File: src/rtl/mem_sram_pkg.sv
// Shared constants and state encoding for the MEM-stage SRAM responder.
// Covers both the default build and the SRAM_LAST_READ_BUF_EN build.
package mem_sram_pkg;

    localparam int          DEF_WAIT_CYCLES = 4;
    localparam logic [31:0] DEF_BASE_ADDR   = 32'd1024;
    localparam int          DEF_SRAM_AW     = 18;
    localparam int          SRAM_DW         = 16;
    localparam int          CNT_W           = 4;

    typedef logic [2:0] state_t;

    localparam state_t ST_IDLE  = 3'd0;
    localparam state_t ST_WR_LO = 3'd1;
    localparam state_t ST_WR_HI = 3'd2;
    localparam state_t ST_RD_LO = 3'd3;
    localparam state_t ST_RD_HI = 3'd4;
    localparam state_t ST_DONE  = 3'd5;

    function automatic logic is_phase(input state_t s);
        return (s == ST_WR_LO) || (s == ST_WR_HI) || (s == ST_RD_LO) || (s == ST_RD_HI);
    endfunction

endpackage

File: src/rtl/mem_sram_addr_map.sv
// Byte address to SRAM halfword address translation (low half at 2w, high half at 2w+1).
// Purely combinational; the word index wraps silently at the SRAM size.
module mem_sram_addr_map
    import mem_sram_pkg::*;
#(
    parameter logic [31:0] BASE_ADDR = DEF_BASE_ADDR,
    parameter int          SRAM_AW   = DEF_SRAM_AW
) (
    input  logic [31:0]        address,
    output logic [SRAM_AW-1:0] hw_lo,
    output logic [SRAM_AW-1:0] hw_hi,
    output logic [SRAM_AW-2:0] word_idx
);

    localparam logic [SRAM_AW-2:0] BASE_WORD = BASE_ADDR[SRAM_AW:2];

    logic unused_addr_bits;

    // Only the bits that survive truncation take part in the subtraction.
    assign word_idx = address[SRAM_AW:2] - BASE_WORD;
    assign hw_lo    = {word_idx, 1'b0};
    assign hw_hi    = {word_idx, 1'b1};

    assign unused_addr_bits = ^{address[31:SRAM_AW+1], address[1:0]};

endmodule

File: src/rtl/mem_sram_ctrl.sv
// MEM-stage responder splitting 32-bit loads/stores into two 16-bit async SRAM phases.
// Optional one-entry last-read buffer enabled by defining SRAM_LAST_READ_BUF_EN.
//
// state | meaning
// IDLE  | waiting for wr_en / rd_en
// WR_LO | driving low halfword, we_n low
// WR_HI | driving high halfword, we_n low
// RD_LO | reading low halfword, sampled on last cycle
// RD_HI | reading high halfword, sampled on last cycle
// DONE  | one release cycle, bus turned around
module mem_sram_ctrl
    import mem_sram_pkg::*;
#(
    parameter logic [31:0] BASE_ADDR   = DEF_BASE_ADDR,
    parameter int          SRAM_AW     = DEF_SRAM_AW,
    parameter int          WAIT_CYCLES = DEF_WAIT_CYCLES
) (
    input  logic               clk,
    input  logic               rst,
    input  logic               wr_en,
    input  logic               rd_en,
    input  logic [31:0]        address,
    input  logic [31:0]        write_data,
    output logic [31:0]        read_data,
    output logic               ready,
    output logic [SRAM_AW-1:0] sram_addr,
    output logic [15:0]        sram_dq_out,
    output logic               sram_dq_oe,
    input  logic [15:0]        sram_dq_in,
    output logic               sram_we_n
);

    localparam logic [CNT_W-1:0] PHASE_LAST = CNT_W'(WAIT_CYCLES - 1);

    state_t             state;
    state_t             next_state;
    logic [CNT_W-1:0]   counter;
    logic [15:0]        lo_hold;
    logic [SRAM_AW-1:0] hw_lo;
    logic [SRAM_AW-1:0] hw_hi;
    logic [SRAM_AW-2:0] word_idx;
    logic               phase_end;
    logic               buf_hit;

    mem_sram_addr_map #(
        .BASE_ADDR (BASE_ADDR),
        .SRAM_AW   (SRAM_AW)
    ) u_addr_map (
        .address  (address),
        .hw_lo    (hw_lo),
        .hw_hi    (hw_hi),
        .word_idx (word_idx)
    );

    assign phase_end = is_phase(state) && (counter == '0);

`ifdef SRAM_LAST_READ_BUF_EN
    logic               buf_valid;
    logic [SRAM_AW-2:0] buf_idx;
    logic [31:0]        buf_data;

    assign buf_hit = buf_valid && (buf_idx == word_idx);

    always_ff @(posedge clk or posedge rst) begin
        if (rst) begin
            buf_valid <= 1'b0;
            buf_idx   <= '0;
            buf_data  <= '0;
        end else if (state == ST_RD_HI && phase_end) begin
            buf_valid <= 1'b1;
            buf_idx   <= word_idx;
            buf_data  <= {sram_dq_in, lo_hold};
        end else if (state == ST_WR_HI && phase_end && buf_hit) begin
            buf_data  <= write_data;
        end
    end
`else
    logic unused_word_idx;

    assign buf_hit         = 1'b0;
    assign unused_word_idx = ^word_idx;
`endif

    always_comb begin
        next_state = state;
        case (state)
            ST_IDLE: begin
                if (wr_en)
                    next_state = ST_WR_LO;
                else if (rd_en)
                    next_state = buf_hit ? ST_DONE : ST_RD_LO;
            end
            ST_WR_LO: if (phase_end) next_state = ST_WR_HI;
            ST_WR_HI: if (phase_end) next_state = ST_DONE;
            ST_RD_LO: if (phase_end) next_state = ST_RD_HI;
            ST_RD_HI: if (phase_end) next_state = ST_DONE;
            ST_DONE:  next_state = ST_IDLE;
            default:  next_state = ST_IDLE;
        endcase
    end

    always_ff @(posedge clk or posedge rst) begin
        if (rst)
            state <= ST_IDLE;
        else
            state <= next_state;
    end

    // Down-counter reloaded on every phase entry; the phase ends when it reaches zero.
    always_ff @(posedge clk or posedge rst) begin
        if (rst)
            counter <= '0;
        else if (next_state != state && is_phase(next_state))
            counter <= PHASE_LAST;
        else if (counter != '0)
            counter <= counter - 1'b1;
    end

    // Bus outputs are registered from next_state so they line up with the state register.
    always_ff @(posedge clk or posedge rst) begin
        if (rst) begin
            sram_addr   <= '0;
            sram_dq_out <= '0;
            sram_dq_oe  <= 1'b0;
            sram_we_n   <= 1'b1;
        end else begin
            case (next_state)
                ST_WR_LO: begin
                    sram_addr   <= hw_lo;
                    sram_dq_out <= write_data[15:0];
                    sram_dq_oe  <= 1'b1;
                    sram_we_n   <= 1'b0;
                end
                ST_WR_HI: begin
                    sram_addr   <= hw_hi;
                    sram_dq_out <= write_data[31:16];
                    sram_dq_oe  <= 1'b1;
                    sram_we_n   <= 1'b0;
                end
                ST_RD_LO: begin
                    sram_addr   <= hw_lo;
                    sram_dq_oe  <= 1'b0;
                    sram_we_n   <= 1'b1;
                end
                ST_RD_HI: begin
                    sram_addr   <= hw_hi;
                    sram_dq_oe  <= 1'b0;
                    sram_we_n   <= 1'b1;
                end
                default: begin
                    sram_dq_oe  <= 1'b0;
                    sram_we_n   <= 1'b1;
                end
            endcase
        end
    end

    // Low half is staged so read_data only changes once a full read completes.
    always_ff @(posedge clk or posedge rst) begin
        if (rst) begin
            lo_hold   <= '0;
            read_data <= '0;
        end else if (state == ST_RD_LO && phase_end) begin
            lo_hold   <= sram_dq_in;
        end else if (state == ST_RD_HI && phase_end) begin
            read_data <= {sram_dq_in, lo_hold};
`ifdef SRAM_LAST_READ_BUF_EN
        end else if (state == ST_IDLE && next_state == ST_DONE) begin
            read_data <= buf_data;
`endif
        end
    end

    assign ready = rst
                 || (state == ST_IDLE && !wr_en && !rd_en)
                 || (state == ST_DONE);

endmodule

File: config.mk
export PLATFORM = sky130hd
export DESIGN_NAME = mem_sram_ctrl
export DESIGN_NICKNAME = d
export VERILOG_FILES = /design/src/rtl/mem_sram_pkg.sv /design/src/rtl/mem_sram_addr_map.sv /design/src/rtl/mem_sram_ctrl.sv
export SDC_FILE = /design/constraint.sdc
export NUM_CORES = 1
export LEC_CHECK = 0
export BUFFER_PORTS_ARGS = -buffer_cell sky130_fd_sc_hd__buf_2
export CORE_UTILIZATION = 53
export DETAILED_ROUTE_END_ITERATION = 10
export GPL_TIMING_DRIVEN = 0
export MAX_ROUTING_LAYER = met4
export PLACE_DENSITY = 0.82
export SKIP_CTS_REPAIR_TIMING = 1
export SYNTH_ARGS = -nofsm -noshare
export SYNTH_HDL_FRONTEND = slang
export SYNTH_SLANG_ARGS = --single-unit
File: constraint.sdc
create_clock -name clk -period 8.5 [get_ports clk]
set_input_delay 1.7 -clock clk [delete_from_list [all_inputs] [get_ports clk]]
set_output_delay 1.7 -clock clk [all_outputs]
set_load 0.01 [all_outputs]
# --- Word level (Yosys, flattened, before mapping) ---
# Index checks and enable logic that the tools add are counted.
# Widths: inputs -> output; s select.
classes:
  n_addsub: 2
  n_eq_ne: 10
  mux: 12
  bitwise_logic: 1
  reduce_logical: 27
op_table:
  columns: ["operator", "n"]
  rows:
  - ["$pmux 18 s2", 1]
  - ["$pmux 16 s2", 1]
  - ["$sub 17x9->17 const B", 1]
  - ["$mux 3", 5]
  - ["$eq 3x2->1 const B", 4]
  - ["$pmux 3 s4", 1]
  - ["$eq 3x3->1 const B", 3]
  - ["$logic_or 1x1->1", 8]
  - ["$mux 4", 2]
  - ["$reduce_or 2->1", 4]
  - ["$eq 3x1->1 const B", 2]
  - ["$logic_and 1x1->1", 6]
  - ["$reduce_bool 2->1", 3]
  - ["$logic_not 4->1", 1]
  - ["$reduce_bool 4->1", 1]
  - ["$sub 4x1->4 const B", 1]
  - ["$logic_not 3->1", 1]
  - ["$ne 3x3->1", 1]
  - ["$logic_not 1->1", 2]
  - ["$mux 1", 2]
  - ["$reduce_and 2->1", 1]
  - ["$not 1->1", 1]
totals:
  register_bits: 91
  input_bits: 84
  out_inout_bits: 69
  wordCells: 60

# --- Longest topological paths before layout ---
depth:
  ltp_word: 13
  mapped_depth: 9
  mapped_depth_nobuf: 6

# --- By module ---
# From an unflattened synthesis, not the netlist that was laid out.
hier_totals:
  hier_cells: 369
  hier_area_um2: 4719.5
modules_own_cells:
  columns: ["module", "instances", "cells_each", "area_per_inst_um2", "seq_area_each_um2"]
  rows:
  - ["mem_sram_ctrl", 1, 303, 4234.1, 2278.4]
  - ["mem_sram_addr_map", 1, 66, 485.5, 0.0]

# --- Worst setup path after synthesis ---
# Ideal clock, no wire load.
synth_path:
  path_kind: "input-to-output"
  startpoint: "in rst"
  endpoint: "out ready"
  t_arrival_ps: 4175
  required_ps: 6800
  setup_slack_ps: 2625
  stages: 2
  n_path_buf: 0
  path_cell_list: "inv_1 > o21ai_0"
synth_between:
  elab_chain_len: 2
synth_lines:
  columns: ["element", "line", "rtl"]
  rows:
  - ["from (decl)", "mem_sram_ctrl.sv:19", "input logic rst,"]
  - ["$logic_or 1x1->1", "mem_sram_ctrl.sv:175", "|| (state == ST_IDLE && !wr_en && !rd_en)"]
  - ["$logic_or 1x1->1", "mem_sram_ctrl.sv:176", "|| (state == ST_DONE);"]
  - ["to (decl)", "mem_sram_ctrl.sv:25", "output logic ready,"]
# Every way passes these cells.

# --- Final worst setup path ---
# Same ends and word-level chain as after synthesis.

==> Flow_metrics.wiki <==
{| class="wikitable"
! Metric !! Value
|-
| Wire length of the first global-routing pass || 14500 um
|-
| Reg-to-Reg Start || counter[0]$_DFFE_PP0P_
|-
| Synthesized flop and latch total || 91
|-
| Cell count after placement || 553
|-
| Placer congestion estimate || 0.826
|-
| Global routing met3 resource utilization || 4.23%
|-
| Number of distinct library cell variants in the gate-level netlist after synthesis || 42
|-
| Setup-failing EPs final || 0
|-
| Worst hold path startpoint || lo_hold[14]$_DFFE_PP0P_
|-
| Core outline area || 7370 um^2
|-
| Unrepaired setup endpoints after global routing || no
|-
| Signed area change from the synthesized netlist to the final layout || 25.7%
|-
| Post-Route Setup TNS || 0 ps
|-
| Root Buffer Master || sky130_fd_sc_hd__clkbuf_8
|-
| Final worst path period share || 52.7%
|-
| Fraction of final layout cells sized beyond drive strength 1 || 50.9%
|-
| Total iterations of the first detailed-routing run || 4
|-
| Hold slack || 499 ps
|-
| Average routed wire per standard cell || 15.5 um
|-
| Clk sink count || 91
|-
| Initial antenna violation count || 0
|-
| Global route overflow || 0
|-
| Most instantiated library cell after synthesis || sky130_fd_sc_hd__dfrtp_1
|-
| Post-synthesis instance area || 4130 um^2
|-
| Cell row count || 31
|-
| Power Dens Cells || 358 nW/um^2
|-
| Share of synthesized area occupied by flip-flops and latches || 55.2%
|-
| Starting utilization of the core area || 56.0%
|-
| Most numerous cell types in the synthesized netlist || sky130_fd_sc_hd__dfrtp_1, sky130_fd_sc_hd__mux2_2, sky130_fd_sc_hd__mux2_4, sky130_fd_sc_hd__a21oi_1, sky130_fd_sc_hd__a2bb2oi_1
|-
| Synthesized Nets || 403
|-
| Async SR Flop Fraction || 100%
|-
| Classification of the worst setup path || input pin to primary output
|-
| Endpoint class of the critical path || primary output
|-
| Launch point of the critical path || rst
|-
| Maximum number of pins on one net before global-route repair || 58
|-
| Largest vdd supply drop || 223 uV
|-
| Timing-limited maximum frequency || 0.223 GHz
|-
| Overall track demand over capacity in global routing || 23.1%
|-
| Status || complete, no violations
|-
| Clock-pin slew reported for the worst setup and hold paths after clock tree synthesis || 90 ps
|-
| Tightest Pin Transition || 515 ps
|-
| Cell accounting for the most synthesized area || sky130_fd_sc_hd__dfrtp_1
|-
| Clock insertion delay at the later pin of the skew report || 350 ps
|-
| Worst min-delay path class || flop to flop
|-
| Number of synthesis warnings || 0
|-
| Mean area per synthesized cell || 13.1 um^2
|-
| Dominant cells by area after synthesis || sky130_fd_sc_hd__dfrtp_1, sky130_fd_sc_hd__mux2_2, sky130_fd_sc_hd__mux2_4, sky130_fd_sc_hd__a2bb2oi_1, sky130_fd_sc_hd__and3_1
|-
| Hold violation count in the final report || 0
|-
| Count of port buffers added during placement || 137
|-
| Number of global-route vias before repair || 3052
|-
| Post-synth top area share || 54.6%
|-
| Filler Cell Count || 561
|-
| Die extent in y || 90.2 um
|-
| Ant. Diodes || 0
|-
| Number of standard cells in the final layout excluding fillers || 569
|-
| CTS tree || built
|-
| Final design utilization || 70.4%
|-
| CP startpoint kind || input pin
|-
| Final-stage net count || 552
|-
| EDFF count, synth || 0
|-
| Number of pins exceeding their max-slew limit in the final report || 0
|-
| Number of nets still failing antenna checks after routing || 0
|-
| Arrival @ worst endpoint || 2780 ps
|-
| Met1 track utilization from global routing || 29.4%
|-
| Data required time at the worst endpoint || 6800 ps
|-
| Post-placement setup slack || 3950 ps
|-
| Horizontal extent of the die || 90.2 um
|-
| Post-route DRC violation count || 0
|-
| Dominant register cell in the synthesized netlist || sky130_fd_sc_hd__dfrtp_1
|-
| Gate count after technology mapping || 316
|-
| Worst setup skew after layout || 17.7 ps
|-
| Slew margin rel. || 64.7%
|-
| Maximum root-to-sink buffer count || 2
|-
| Number of H-tree branching levels || 3
|-
| Worst Slack Setup Final || 4020 ps
|-
| Iter 0 DRT Violations || 122
|-
| Static leakage || 2.63 nW
|-
| Met2 routing resource usage after global routing || 38.2%
|-
| Per-cell via count in the routed design || 5.35
|-
| Number of top-level pins || 153
|-
| Routed WL || 8810 um
|-
| Detailed Place HPWL || 6500 um
|-
| Via count of the routed design || 3042
|-
| GRT busiest layer || met2
|-
| Maximum fanout along the worst path || 57
|-
| Clock buffers created by TritonCTS || 9
|-
| Minimum period implied by the final worst setup slack || 4480 ps
|-
| Full die area || 8140 um^2
|-
| Number of violations of the max-capacitance limit || 0
|}
## critical path: stages
cell and delay, ps:
sky130_fd_sc_hd__buf_2 110, sky130_fd_sc_hd__inv_4 340, sky130_fd_sc_hd__buf_16 310, sky130_fd_sc_hd__o21ai_0 130
sky130_fd_sc_hd__buf_2 150
## metal layers
metal	wire length (um)	part of all wire, %
met1	3860	44
met2	4380	50
met3	486	5.5
met4	76	0.86
met5	0	0
## layout make-up
class                      instances  area [um^2]  share of cell area (%)
buffer                            20          124                    2.39
clock buffer                      10          128                    2.46
clock inverter                     6         93.8                    1.81
inverter                           9         36.3                   0.699
multi-input combinational        196         1690                    32.6
sequential                        91         2280                    43.9
tap                               99          124                    2.39
timing repair buffer             138          713                    13.7
## cells in the final DEF, fill, tap and decap left out, types with 2 or more instances in the layout
master and n:
sky130_fd_sc_hd__buf_6 3, sky130_fd_sc_hd__nand3_1 2, sky130_fd_sc_hd__a21oi_1 17, sky130_fd_sc_hd__o22ai_1 14, sky130_fd_sc_hd__nand2b_1 2, sky130_fd_sc_hd__xnor2_1 4, sky130_fd_sc_hd__dfrtp_1 90, sky130_fd_sc_hd__nor2_1 9
sky130_fd_sc_hd__or2_2 2, sky130_fd_sc_hd__a2bb2oi_1 17, sky130_fd_sc_hd__nor2b_1 3, sky130_fd_sc_hd__mux2_2 45, sky130_fd_sc_hd__a211oi_1 2, sky130_fd_sc_hd__inv_1 8, sky130_fd_sc_hd__a21oi_2 2, sky130_fd_sc_hd__nor3_1 3
sky130_fd_sc_hd__and3_1 14, sky130_fd_sc_hd__mux2i_1 4, sky130_fd_sc_hd__clkbuf_8 9, sky130_fd_sc_hd__inv_6 3, sky130_fd_sc_hd__xor2_1 5, sky130_fd_sc_hd__nand2_1 8, sky130_fd_sc_hd__ha_1 3, sky130_fd_sc_hd__mux2_4 19
sky130_fd_sc_hd__o21ai_0 6, sky130_fd_sc_hd__bufinv_16 2, sky130_fd_sc_hd__buf_2 145, sky130_fd_sc_hd__clkbuf_1 9
## logic make-up (layout without fill, tap and decap cells)
family / Yosys count / after routing / synth area share, %
flip-flops: 91 / 91 / 55.2
multiplexers: 68 / 68 / 20.2
AO/OA/AOI/OAI: 65 / 65 / 10.8
AND/OR/NAND/NOR: 51 / 51 / 7.22
buffers and inverters: 29 / 183 / 3.82
XOR/XNOR: 9 / 9 / 1.91
adder cells (fa/ha/maj): 3 / 3 / 0.910
## sequential cells by signal, indices dropped and copies added (netlist names)
| signal | flops |
|---|---|
| sram_dq_oe | 1 |
| counter | 4 |
| read_data | 32 |
| lo_hold | 16 |
| sram_dq_out | 16 |
| state | 3 |
| sram_we_n | 1 |
| sram_addr | 18 |
## final timing paths
path,to,slack (ps),depth (start not counted)
worst max-delay path,ready,4020,5
worst min-delay path,read_data[14]$_DFFE_PP0P_,500,1
worst max register to register,sram_dq_out[3]$_DFFE_PP0N_,6250,7
worst min register to register,read_data[14]$_DFFE_PP0P_,500,1
max in group asynchronous,sram_we_n$_DFF_PP1_,6480,3
min in group asynchronous,read_data[0]$_DFFE_PP0P_,1360,2
## per-stage QoR
stage | power, mW | instance area [um^2]
floorplan | 1.28 | 4130
global placement | 1.50 | 4940
detailed placement | 1.54 | 4970
CTS | 1.87 | 5190
global route | 1.97 | 5190
finish | 1.86 | 5190
## power by group
group / internal (mW) / switching (mW) / leakage, nW / total (mW)
Clock: 0.169 / 0.154 / 0.108 / 0.323
Combinational: 0.418 / 0.405 / 1.43 / 0.823
Sequential: 0.614 / 0.0961 / 1.09 / 0.710
Total: 1.20 / 0.655 / 2.63 / 1.86
(Power assumes the default switching activity.)
